[src/rtl/fifo_pair_packer.sv]
// Read-side drain for the 1-write/2-read FIFO: pops 0/1/2 entries per cycle and packs them into
// one registered 2*WIDTH beat. Optional `flush_i` port exists only when PACKER_FLUSH_EN is defined.
module fifo_pair_packer #(
    parameter int unsigned WIDTH   = 32,
    parameter int unsigned TIMEOUT = 15
) (
    input  logic               clk_i,
    input  logic               rst_i,
    input  logic               softreset_i,
    input  logic [15:0]        count_i,
    input  logic [2*WIDTH-1:0] fifo_dout_i,
    output logic [1:0]         reads_o,
    output logic               out_valid_o,
    input  logic               out_ready_i,
    output logic [2*WIDTH-1:0] out_data_o,
    output logic [1:0]         out_mask_o
`ifdef PACKER_FLUSH_EN
    ,
    input  logic               flush_i
`endif
);

    localparam logic [7:0] TimeoutLim = 8'(TIMEOUT);

    logic               out_valid_q, out_valid_d;
    logic [2*WIDTH-1:0] out_data_q, out_data_d;
    logic [1:0]         out_mask_q, out_mask_d;
    logic [7:0]         wt_q, wt_d;

    logic clear;
    logic slot_free;
    logic flush_w;
    logic pop_pair;
    logic pop_lone;

`ifdef PACKER_FLUSH_EN
    assign flush_w = flush_i;
`else
    assign flush_w = 1'b0;
`endif

    always_comb begin
        clear       = rst_i || softreset_i;
        slot_free   = !out_valid_q || out_ready_i;
        // No pops during reset: the slot would discard them and the entries would be lost.
        pop_pair    = !clear && slot_free && (count_i >= 16'd2);
        pop_lone    = !clear && slot_free && (count_i == 16'd1) &&
                      ((wt_q >= TimeoutLim) || flush_w);

        reads_o     = 2'd0;
        out_valid_d = out_valid_q;
        out_data_d  = out_data_q;
        out_mask_d  = out_mask_q;
        wt_d        = wt_q;

        if (pop_pair) begin
            reads_o     = 2'd2;
            out_valid_d = 1'b1;
            out_data_d  = fifo_dout_i;
            out_mask_d  = 2'b11;
        end else if (pop_lone) begin
            reads_o     = 2'd1;
            out_valid_d = 1'b1;
            out_data_d  = {{WIDTH{1'b0}}, fifo_dout_i[WIDTH-1:0]};
            out_mask_d  = 2'b01;
        end else if (slot_free) begin
            out_valid_d = 1'b0;
        end

        // Timer keeps counting while blocked so a timed-out entry leaves on the first free cycle.
        if (pop_pair || pop_lone) begin
            wt_d = 8'd0;
        end else if (count_i == 16'd1) begin
            wt_d = (wt_q < TimeoutLim) ? wt_q + 8'd1 : wt_q;
        end else begin
            wt_d = 8'd0;
        end
    end

    always_ff @(posedge clk_i) begin
        if (clear) begin
            out_valid_q <= 1'b0;
            out_data_q  <= '0;
            out_mask_q  <= 2'b00;
            wt_q        <= 8'd0;
        end else begin
            out_valid_q <= out_valid_d;
            out_data_q  <= out_data_d;
            out_mask_q  <= out_mask_d;
            wt_q        <= wt_d;
        end
    end

    assign out_valid_o = out_valid_q;
    assign out_data_o  = out_data_q;
    assign out_mask_o  = out_mask_q;

endmodule

[config.mk]
export PLATFORM = sky130hd
export DESIGN_NAME = fifo_pair_packer
export DESIGN_NICKNAME = d
export VERILOG_FILES = /design/src/rtl/fifo_pair_packer.sv
export SDC_FILE = /design/constraint.sdc
export NUM_CORES = 1
export LEC_CHECK = 0
export ABC_AREA = 1
export BUFFER_PORTS_ARGS = -buffer_cell sky130_fd_sc_hd__buf_4
export CAP_MARGIN = 10
export CORE_UTILIZATION = 23
export DETAILED_ROUTE_END_ITERATION = 10
export PLACE_DENSITY = 0.51
export SLEW_MARGIN = 20
export SYNTH_ARGS = -nofsm -noshare
export SYNTH_HDL_FRONTEND = slang
export SYNTH_SLANG_ARGS = --single-unit
[constraint.sdc]
create_clock -name clk_i -period 5.15 [get_ports clk_i]
set_input_delay 1.545 -clock clk_i [delete_from_list [all_inputs] [get_ports clk_i]]
set_output_delay 1.545 -clock clk_i [all_outputs]
set_load 0.01 [all_outputs]
* After elaboration in Yosys (flattened, before gate mapping)
Index checks and enable logic that the tools add are counted.
** Operators by class
- Add/subtract/negate cells :: 1
- $lt $le $gt $ge :: 3
- Eq/ne operators :: 1
- Muxes and demuxes :: 9
- Bitwise gates (word level) :: 1
- Reductions and logical operators :: 12
** Operators with widths (count)
- $mux 64 :: 2
- $eq 16x1->1 const B :: 1
- $ge 16x2->1 const B :: 1
- $add 8x1->8 const B :: 1
- $ge 8x4->1 const B :: 1
- $lt 8x4->1 const B :: 1
- $mux 2 :: 3
- $logic_and 1x1->1 :: 4
- $mux 1 :: 4
- $logic_or 1x1->1 :: 3
- $reduce_bool 3->1 :: 1
- $reduce_or 3->1 :: 1
- $logic_not 1->1 :: 2
- $reduce_bool 2->1 :: 1
- $not 1->1 :: 1
** Word-level totals
- Flip-flop bits (word level) :: 75
- Input bits :: 84
- Output and inout bits :: 69
- Logic and storage cells :: 31

* Longest topological paths before layout
Gate-level depths: netlist of run 1.
- Depth in word-level cells :: 7
- Mapped depth :: 10
- Mapped depth without buffers :: 8

* Worst setup path after synthesis of run 1
OpenSTA, ideal clock, no wires.
- Path type :: input port to output port
- Start :: input count_i[12]
- End :: output reads_o[1]
- Data arrival time :: 2.489 ns
- Required time :: 3.605 ns
- Path slack :: 1.116 ns
- Stages :: 9
- Cell sequence :: nor2_1 > nand2_1 > nor2_2 > nand2_1 > nand2_2 > buf_8 > inv_2 > buf_2 > buf_4
** On the way
- Longest elaborated chain between the ends :: 3
** Ends and longest elaborated chain
- from (decl) :: RTL line 10 : input logic [15:0] count_i,
- $ge 16x2->1 :: RTL line 46 : pop_pair = !clear && slot_free && (count_i >= 16'd2);
- $logic_and 1x1->1 :: RTL line 46
- named net pop_pair :: RTL line 33 : logic pop_pair;
- $mux 2 :: RTL line 56 : if (pop_pair) begin
- to (decl) :: RTL line 12 : output logic [1:0] reads_o,
The timed path passes the listed nets, and every way through them passes these cells.

* Worst setup path after layout of run 1
- Start :: input rst_i
- End :: output reads_o[0]
** On the way
- Longest elaborated chain between the ends :: 7
- Elaborated cells between the ends (all ways) :: 8
- Classes of those cells :: 2 x mux; 6 x reduce/logical
** Ends and longest elaborated chain
- from (decl) :: RTL line 8 : input logic rst_i,
- $logic_or 1x1->1 (*) :: RTL line 43 : clear = rst_i || softreset_i;
- $logic_not 1->1 (*) :: RTL line 46, 47
- $logic_and 1x1->1 (*) :: RTL line 46, 47
- $logic_and 1x1->1 (2 in series) :: RTL line 47 : pop_lone = !clear && slot_free && (count_i == 16'd1) &&
- $mux 1 :: RTL line 61 : end else if (pop_lone) begin
- $mux 2 (*) :: RTL line 56
Every way passes the cells marked *; elsewhere a longest branch is shown, timed or not.

==> flow_summary.yaml, run 1 <==
timing:
  rsz0062_at_grt: "false"
  finalHoldWorstSlack_ns: 0.425
  final_max_slew_viol_count: 0
  timing_hold_violations_final: 0
  slew_headroom_pct: 32.1
  layout_min_cycle_time_ns: 4.35
  min_period_over_period_pct: 84.4
  finClkSkew_ns: 0.00684
  setup_violations: 0
  worst_slew_pin_slew_ns: 1.02
  setup_slack_ns: 0.803
  final.setup.tns_ns: 0
  timing.fmax_mhz: 230
routing:
  via_per_inst: 4.28
  wire_per_inst_um: 11.8
  routed_wl_um: 8800
  vias: 3185
  dr.pass1.iters: 6
  detail-route-antenna-nets: 0
  drtIter0Drc: 157
  drc_errors: 0
power:
  powerDensity_nw_per_um2: 294
  seqPwrFrac_pct: 45.4
  switching_power_uw: 331
  p_clk_share_pct: 42.1
  swShare_pct: 24.3
  ir_worst_vdd_uv: 173
  p_comb_share_pct: 12.5
  p_int_uw: 1030
  p_leak_uw: 0.00234
  p_total_uw: 1360
floorplanning:
  rows: 42
  dieArea_um2: 14300
  io_pins: 153
  die_w_um: 120
  start_util_pct: 23.8
  dieHeight_um: 120
  core_um2: 13400
place:
  post-place-ws_ns: 0.773
  dpl.hpwl_um: 5810
  io_buffer_count: 152
  place_inst: 729
  finalWeightedCongestion: 0.752
synth:
  syn-num-nets: 516
  ys_warn_count: 0
  synth-seq-area-share_pct: 47.1
  synth_edf_count: 0
  synth_ff_type: "dfxtp_1"
  yosys.area.top_type_share_pct: 47.1
  yosysMostFrequentCell: "nand2_1"
  syn_area_um2: 3190
  synth_cell_types: 25
  synth-seq-cells: 75
  yosys-top-cells-count: "nand2_1, dfxtp_1, nor2_1, inv_1, nand3_1"
  synth_top_area_cell: "dfxtp_1"
  synthTopCellsByArea: "dfxtp_1, nand2_1, nand4_1"
  syn_inst: 431
  async_reset_ff_share_pct: 0
  syn_area_per_cell_um2: 7.39
clocking:
  cts_made_buffers: 9
  clk_latency_ns: 0.34
  cts_tree: "done"
  cts_buffer_depth: 2
  hold_buffers: 0
  cts_resized: 0
  clk_pin_slew_worst_paths_ns: 0.05
  htreeDepth: 3
  post-cts-setup-buffers: 0
  cts_num_sinks: 75
  clockRootBuffer: "clkbuf_16"
worst_setup_path:
  arrival_ns: 2.80
  crit_chain: "buf_4, inv_1, nand2_1, a21oi_2, nand2_1, nor3_1, buf_4"
  rr_startpoint: "wt_q[0]"
  critPathKind: "in -> out"
  critical-path-top-delay-family: "simple AND/OR/NAND/NOR gates"
  cp_max_fo: 3
  cp-start-kind: "primary input"
  rrSetupSlack_ns: 2.79
  worst_setup_path_end_kind: "primary output"
  worst_path_largest_cell_delay_ns: 0.38
  crit_buf_inv: 3
  crit_slowest_cell: "nor3_1"
  cp.required_ns: 3.61
  reg2reg_depth: 7
  r2r_end: "out_data_o[4]"
cells_and_area:
  drive_above_1_share_pct: 31.2
  instances_no_fill: 744
  areaGrowthSynthToFinish_pct: 45.0
  final_nets: 649
  num_antenna_cells: 0
global_route:
  use_met2_pct: 20.8
  grt_max_degree: 101
  grt_pass1_wl_um: 14400
  antenna_found_initial: 0
  use_met1_pct: 14.5
  grtUsageTotal_pct: 12.8
  grt_pass1_vias: 3061
  grt_overflow: 0
  top_usage_layer: "met2"
  grtUsageMet3_pct: 6.18
run_status:
  outcome: "finished clean"
min_path:
  worstHoldEndpoint: "wt_q[6]"
  hold_class: "reg -> reg"
  hold_depth: 2
  worstHoldStart: "wt_q[6]"
job:
  drv_cap: 0
-- per-stage QoR --
| stage | util [%] | cell area [µm²] |
|---|---|---|
| detailed placement | 32.5 | 4350 |
| finish | 34.5 | 4620 |
| global placement | 32.5 | 4350 |
| global route | 34.5 | 4620 |
| floorplan | - | 3190 |
| CTS | 34.5 | 4620 |
-- worst reg2reg max path, cell delays in order, from the launching register on --
cell,delay [ns]
dfxtp_1,0.37
ha_1,0.19
nand3_1,0.12
nand3_2,0.17
nand4_4,0.56
buf_4,0.56
a21oi_1,0.23
nor2_1,0.06
-- sequential cells by signal (all words and copies together), names as in the netlist --
name	flops
out_data_o	64
wt_q	8
out_mask_o	2
out_valid_o	1
-- placed cells by master (no fill, tap or decap) --
cell and instances:
buf_4 154, nand3b_1 1, nor3_1 1, inv_2 1
o21ai_0 2, clkbuf_8 1, nand4_1 33, nand3_2 1
nand2_4 1, nor2_1 53, dfxtp_1 75, xor2_1 3
nand2_1 108, inv_4 1, ha_1 1, nand3_1 36
a21oi_2 1, inv_1 46, clkbuf_16 9, nand4_4 2
a21oi_1 32, clkinvlp_4 2, nor2_2 1, clkinv_2 3
-- power by group through the flow --
stage	combinational [µW]	sequential, µW	clock (µW)
after global placement	170	629	0
final	169	617	572
after CTS	172	617	602
after global routing	187	620	621
after detailed placement	172	630	0
after floorplan	69.3	640	0
-- layout make-up --
type                    instances  area, µm²
well taps                     176        220
clock buffers                  10        239
repair buffers                154       1160
flip-flops and latches         75       1500
fillers                      1436       8780
inverters                      48        183
multi-input cells             276       1290
clock inverters                 5       30.0
-- kinds of logic after synthesis --
kind of cell	after synthesis	synth area share, %
XOR/XNOR	3	0.825
buffers and inverters	80	12.8
AO/OA/AOI/OAI	35	5.61
flip-flops	75	47.1
adder cells (fa/ha/maj)	1	0.393
AND/OR/NAND/NOR	237	33.3
-- metal layers --
layer  vias up  wire (µm)
met3         8        748
met5         -          0
li1       1641          -
met2       103       4110
met1      1433       3850
met4         0         92
-- how the worst max path moves through the flow --
stage	start	end	slack (ns)	depth (start not counted)
after global routing	softreset_i	reads_o[1]	0.65	7
after detailed placement	softreset_i	reads_o[1]	0.77	7
final	rst_i	reads_o[0]	0.80	7
after CTS	rst_i	reads_o[1]	0.78	7
after floorplan	count_i[12]	reads_o[1]	1.12	9
after global placement	rst_i	reads_o[1]	0.83	7
Power figures use the tool's default switching activity.
==> run 2: changes to the inputs <==
- ABC_AREA: 1 -> 0
- PLACE_DENSITY: 0.51 -> 0.53
- clock period: 5.15 -> 3.6 ns (I/O delays scaled with it)
==> flow_summary.yaml, run 2 <==
global_route:
  antenna_found_initial: 0
  grt_overflow: 0
  grt_max_degree: 37
  grtUsageTotal_pct: 11.9
  grt_pass1_vias: 2515
  grt_pass1_wl_um: 12200
synth:
  yosys.area.top_type_share_pct: 50.5
  ys_warn_count: 0
  async_reset_ff_share_pct: 0
  synth-seq-area-share_pct: 50.5
  yosysMostFrequentCell: "dfxtp_1"
  synth-seq-cells: 75
  syn-num-nets: 391
  synthTopCellsByArea: "dfxtp_1, mux2i_1, o2bb2ai_1"
  syn_inst: 306
  synth_top_area_cell: "dfxtp_1"
  yosys-top-cells-count: "dfxtp_1, inv_1, nand2_1, o21ai_0"
  synth_cell_types: 33
  synth_ff_type: "dfxtp_1"
  syn_area_per_cell_um2: 9.71
  synth_edf_count: 0
  syn_area_um2: 2970
routing:
  drc_errors: 0
  detail-route-antenna-nets: 0
  routed_wl_um: 7870
  wire_per_inst_um: 12.5
  drtIter0Drc: 83
  vias: 2643
  dr.pass1.iters: 2
  via_per_inst: 4.21
clocking:
  cts_tree: "done"
  hold_buffers: 0
  clk_latency_ns: 0.33
  clockRootBuffer: "clkbuf_16"
  clk_pin_slew_worst_paths_ns: 0.05
  cts_made_buffers: 9
  cts_num_sinks: 75
  htreeDepth: 3
  cts_buffer_depth: 2
  post-cts-setup-buffers: 0
  cts_resized: 0
floorplanning:
  start_util_pct: 23.5
  core_um2: 12600
  die_w_um: 116
  io_pins: 153
  dieHeight_um: 116
  rows: 41
  dieArea_um2: 13400
cells_and_area:
  fillers: 1326
  mostFrequentLayoutCells: "buf_4, dfxtp_1, inv_1"
  layout_commonest_cell: "buf_4"
  areaGrowthSynthToFinish_pct: 51.4
  largest_reg_flops: 64
  num_antenna_cells: 0
  drive_above_1_share_pct: 39.3
  final_nets: 538
min_path:
  hold_class: "reg -> reg"
timing:
  final_max_slew_viol_count: 0
  finClkSkew_ns: 0.00546
  setup_violations: 0
  timing_hold_violations_final: 0
  worst_slew_pin_slew_ns: 0.608
  layout_min_cycle_time_ns: 3.23
  rsz0062_at_grt: "false"
  setup_slack_ns: 0.369
  slew_headroom_pct: 59.5
  min_period_over_period_pct: 89.8
  timing.fmax_mhz: 309
  final.setup.tns_ns: 0
  finalHoldWorstSlack_ns: 0.427
worst_setup_path:
  worst_setup_path_end_kind: "primary output"
  crit_buf_inv: 2
  cp.required_ns: 2.52
  cp_max_fo: 2
  crit_chain: "buf_4, nor4_1, nand4_1, nor2_1, buf_4"
  critical-path-top-delay-family: "simple AND/OR/NAND/NOR gates"
  critPathKind: "in -> out"
  cp-start-kind: "primary input"
  worst_path_largest_cell_delay_ns: 0.40
  arrival_ns: 2.15
  path_common_cell: "buf_4"
  crit_slowest_cell: "nor4_1"
place:
  io_buffer_count: 152
  dpl.hpwl_um: 5630
  finalWeightedCongestion: 0.713
  post-place-ws_ns: 0.280
power:
  ir_worst_vdd_uv: 211
  switching_power_uw: 455
  p_leak_uw: 0.00214
  powerDensity_nw_per_um2: 449
  p_total_uw: 2020
  seqPwrFrac_pct: 44.2
  p_comb_share_pct: 12.5
  swShare_pct: 22.5
  p_int_uw: 1570
  p_clk_share_pct: 43.2
job:
  drv_cap: 0
run_status:
  outcome: "finished clean"
==> run 2: changes by cell type after synthesis, moves of 9 or more <==
| cell | change |
|---|---|
| nor2_1 | -43 |
| o2bb2ai_1 | +32 |
| a21oi_1 | -28 |
| nand4_1 | -32 |
| nand2_1 | -74 |
| o21ai_0 | +32 |
| nand3_1 | -34 |
| inv_1 | -9 |
| mux2i_1 | +32 |
| clkbuf_1 | +10 |
==> run 2: layout make-up <==
class	instances	area (µm²)	area share, %
sequential	75	1500	33.4
timing repair buffer	158	1190	26.4
inverter	38	143	3.17
multi-input combinational	171	1170	26.0
clock buffer	12	246	5.48
clock inverter	2	37.5	0.834
tap	172	215	4.78
==> run 2: worst min-delay path, cell delays in order, from the launching register on <==
cell and delay, ns:
dfxtp_1 0.30, inv_1 0.05, nor2_1 0.04
==> run 2: path summary, 6_finish.rpt <==
| path | start | slack [ns] | cells past startpoint | endpoint |
|---|---|---|---|---|
| setup / recovery | count_i[13] | 0.37 | 5 | reads_o[0] |
| hold / removal | wt_q[7] | 0.43 | 2 | wt_q[7] |
| setup reg to reg | wt_q[4] | 1.50 | 4 | out_data_o[31] |
| hold reg to reg | wt_q[7] | 0.43 | 2 | wt_q[7] |
==> run 2: logic make-up after synthesis <==
kind of cell,Yosys count,share of synthesized area [%]
adders and majority gates,1,0.421
DFF,75,50.5
xor gates and xnor gates,2,0.590
and+or+nand+nor,60,9.10
buffers and inverters,60,10.3
muxes,33,11.3
AOI/OAI and AO/OA,75,17.7
==> run 2: power by group through the flow <==
stage | Clock, µW | Combinational [µW] | Sequential, µW
4_1_cts | 912 | 258 | 895
3_3_place_gp | 0 | 255 | 911
2_1_floorplan | 0 | 90.0 | 930
3_5_place_dp | 0 | 258 | 912
5_1_grt | 939 | 277 | 899
6_report | 874 | 254 | 894
==> run 2: per-stage QoR <==
stage          util, %  instance area (µm²)  cells
2_1_floorplan        -                 2970    306
3_3_place_gp      33.4                 4210    614
3_5_place_dp      33.4                 4210    614
4_1_cts           35.6                 4500    628
5_1_grt           35.6                 4500    628
6_report          35.6                 4500    628
==> run 2: per-layer routing <==
metal	vias up	GRT usage, %	wire length, µm
li1	1328	-	-
met1	1210	14.5	3420
met2	91	18.7	3690
met3	14	4.71	626
met4	0	5.13	127
met5	-	0	0
==> run 3: changes to the inputs <==
- CORE_UTILIZATION: 23 -> 41
- PLACE_DENSITY: 0.53 -> 0.81
- SLEW_MARGIN: 20 -> unset
==> flow_summary.yaml, run 3 (synthesis gave the netlist of run 2 again) <==
place:
  dpl.hpwl_um: 5210
  place_inst: 537
  io_buffer_count: 152
  finalWeightedCongestion: 0.714
global_route:
  grt_pass1_wl_um: 11100
  grt_max_degree: 37
  grtUsageTotal_pct: 18.6
  grt_pass1_vias: 2575
  grt_overflow: 0
  antenna_found_initial: 0
floorplanning:
  io_pins: 153
  dieHeight_um: 87.1
  die_w_um: 87.1
  rows: 30
  start_util_pct: 43.0
  dieArea_um2: 7590
  core_um2: 6910
worst_setup_path:
  worst_setup_path_end_kind: "primary output"
  cp.required_ns: 2.52
  rr_startpoint: "wt_q[4]"
  rrSetupSlack_ns: 1.50
  critPathKind: "in -> out"
  reg2reg_depth: 4
  cp-start-kind: "primary input"
  cp_max_fo: 2
  arrival_ns: 2.07
  r2r_end: "out_data_o[10]"
clocking:
  cts_num_sinks: 75
  clockRootBuffer: "clkbuf_8"
  hold_buffers: 0
  cts_resized: 0
  cts_tree: "done"
  cts_made_buffers: 9
  htreeDepth: 3
  clk_latency_ns: 0.33
  post-cts-setup-buffers: 0
  cts_buffer_depth: 2
  clk_pin_slew_worst_paths_ns: 0.07
min_path:
  hold_class: "reg -> reg"
  worstHoldStart: "wt_q[5]"
  hold_depth: 2
  worstHoldEndpoint: "wt_q[5]"
timing:
  rsz0062_at_grt: "false"
  final.setup.tns_ns: 0
  slew_headroom_pct: 61.6
  final_max_slew_viol_count: 0
  layout_min_cycle_time_ns: 3.15
  worst_slew_pin_slew_ns: 0.575
  setup_violations: 0
  timing_hold_violations_final: 0
  timing.fmax_mhz: 317
  min_period_over_period_pct: 87.6
  finClkSkew_ns: 0.00968
power:
  powerDensity_nw_per_um2: 423
  p_total_uw: 1830
  ir_worst_vdd_uv: 234
  p_leak_uw: 0.00211
cells_and_area:
  num_antenna_cells: 0
  mostFrequentLayoutCells: "buf_4, dfxtp_1, inv_1"
  largest_reg_flops: 64
  areaGrowthSynthToFinish_pct: 45.4
  multi_input_area_um2: 1170
  layout_commonest_cell: "buf_4"
  final_nets: 537
  seqCellArea_um2: 1500
  drive_above_1_share_pct: 39.5
  instances_no_fill: 552
  fillers: 630
routing:
  vias: 2649
  routed_wl_um: 7090
  detail-route-antenna-nets: 0
  dr.pass1.iters: 4
  drtIter0Drc: 79
  via_per_inst: 4.80
  wire_per_inst_um: 12.9
  drc_errors: 0
run_status:
  outcome: "finished clean"
job:
  drv_cap: 0
## run 3: worst max path at each step
stage,start,end,slack [ns],cells after the start
after floorplan,softreset_i,reads_o[1],0.23,5
after global placement,count_i[13],out_data_o[23],0.51,6
after detailed placement,count_i[13],out_data_o[15],0.39,6
after CTS,count_i[13],reads_o[1],0.44,5
after global routing,count_i[13],reads_o[1],0.32,5
final,count_i[13],reads_o[1],0.45,5
## run 3: final cells by class
cell class,count,share of cell area (%)
clock buffer,10,2.96
clock inverter,5,1.83
inverter,38,3.30
multi-input combinational,171,27.1
sequential,75,34.8
tap,96,2.78
timing repair buffer,157,27.3
## run 3: metal layers
layer,vias to the layer above,GRT usage (%),wire length [µm]
met2,76,35.8,3740
li1,1327,-,-
met5,-,0,0
met1,1239,19.8,2920
met4,0,5.96,68
met3,7,4.55,367
## run 3: through the flow
stage                     util (%)  setup WS [ns]  hold slack, ns  instance area (µm²)
after global placement        59.5          0.506           0.415                 4110
final                         62.5          0.448           0.430                 4320
after floorplan                  -          0.232           0.408                 2970
after detailed placement      59.5          0.386           0.419                 4110
after CTS                     62.5          0.436           0.430                 4320
after global routing          62.5          0.324           0.452                 4320
## run 3: power by group
| part | total [µW] | internal, µW | switching [µW] | leakage, µW |
|---|---|---|---|---|
| clock network | 684 | 386 | 298 | 0.000106 |
| logic | 251 | 145 | 107 | 0.00139 |
| registers | 892 | 872 | 20.3 | 0.000616 |
## run 3: worst max-delay path, stage by stage
cell and delay, ns:
buf_4 0.11, nor4_1 0.39, and4_1 0.29, nor2_2 0.06
buf_4 0.14
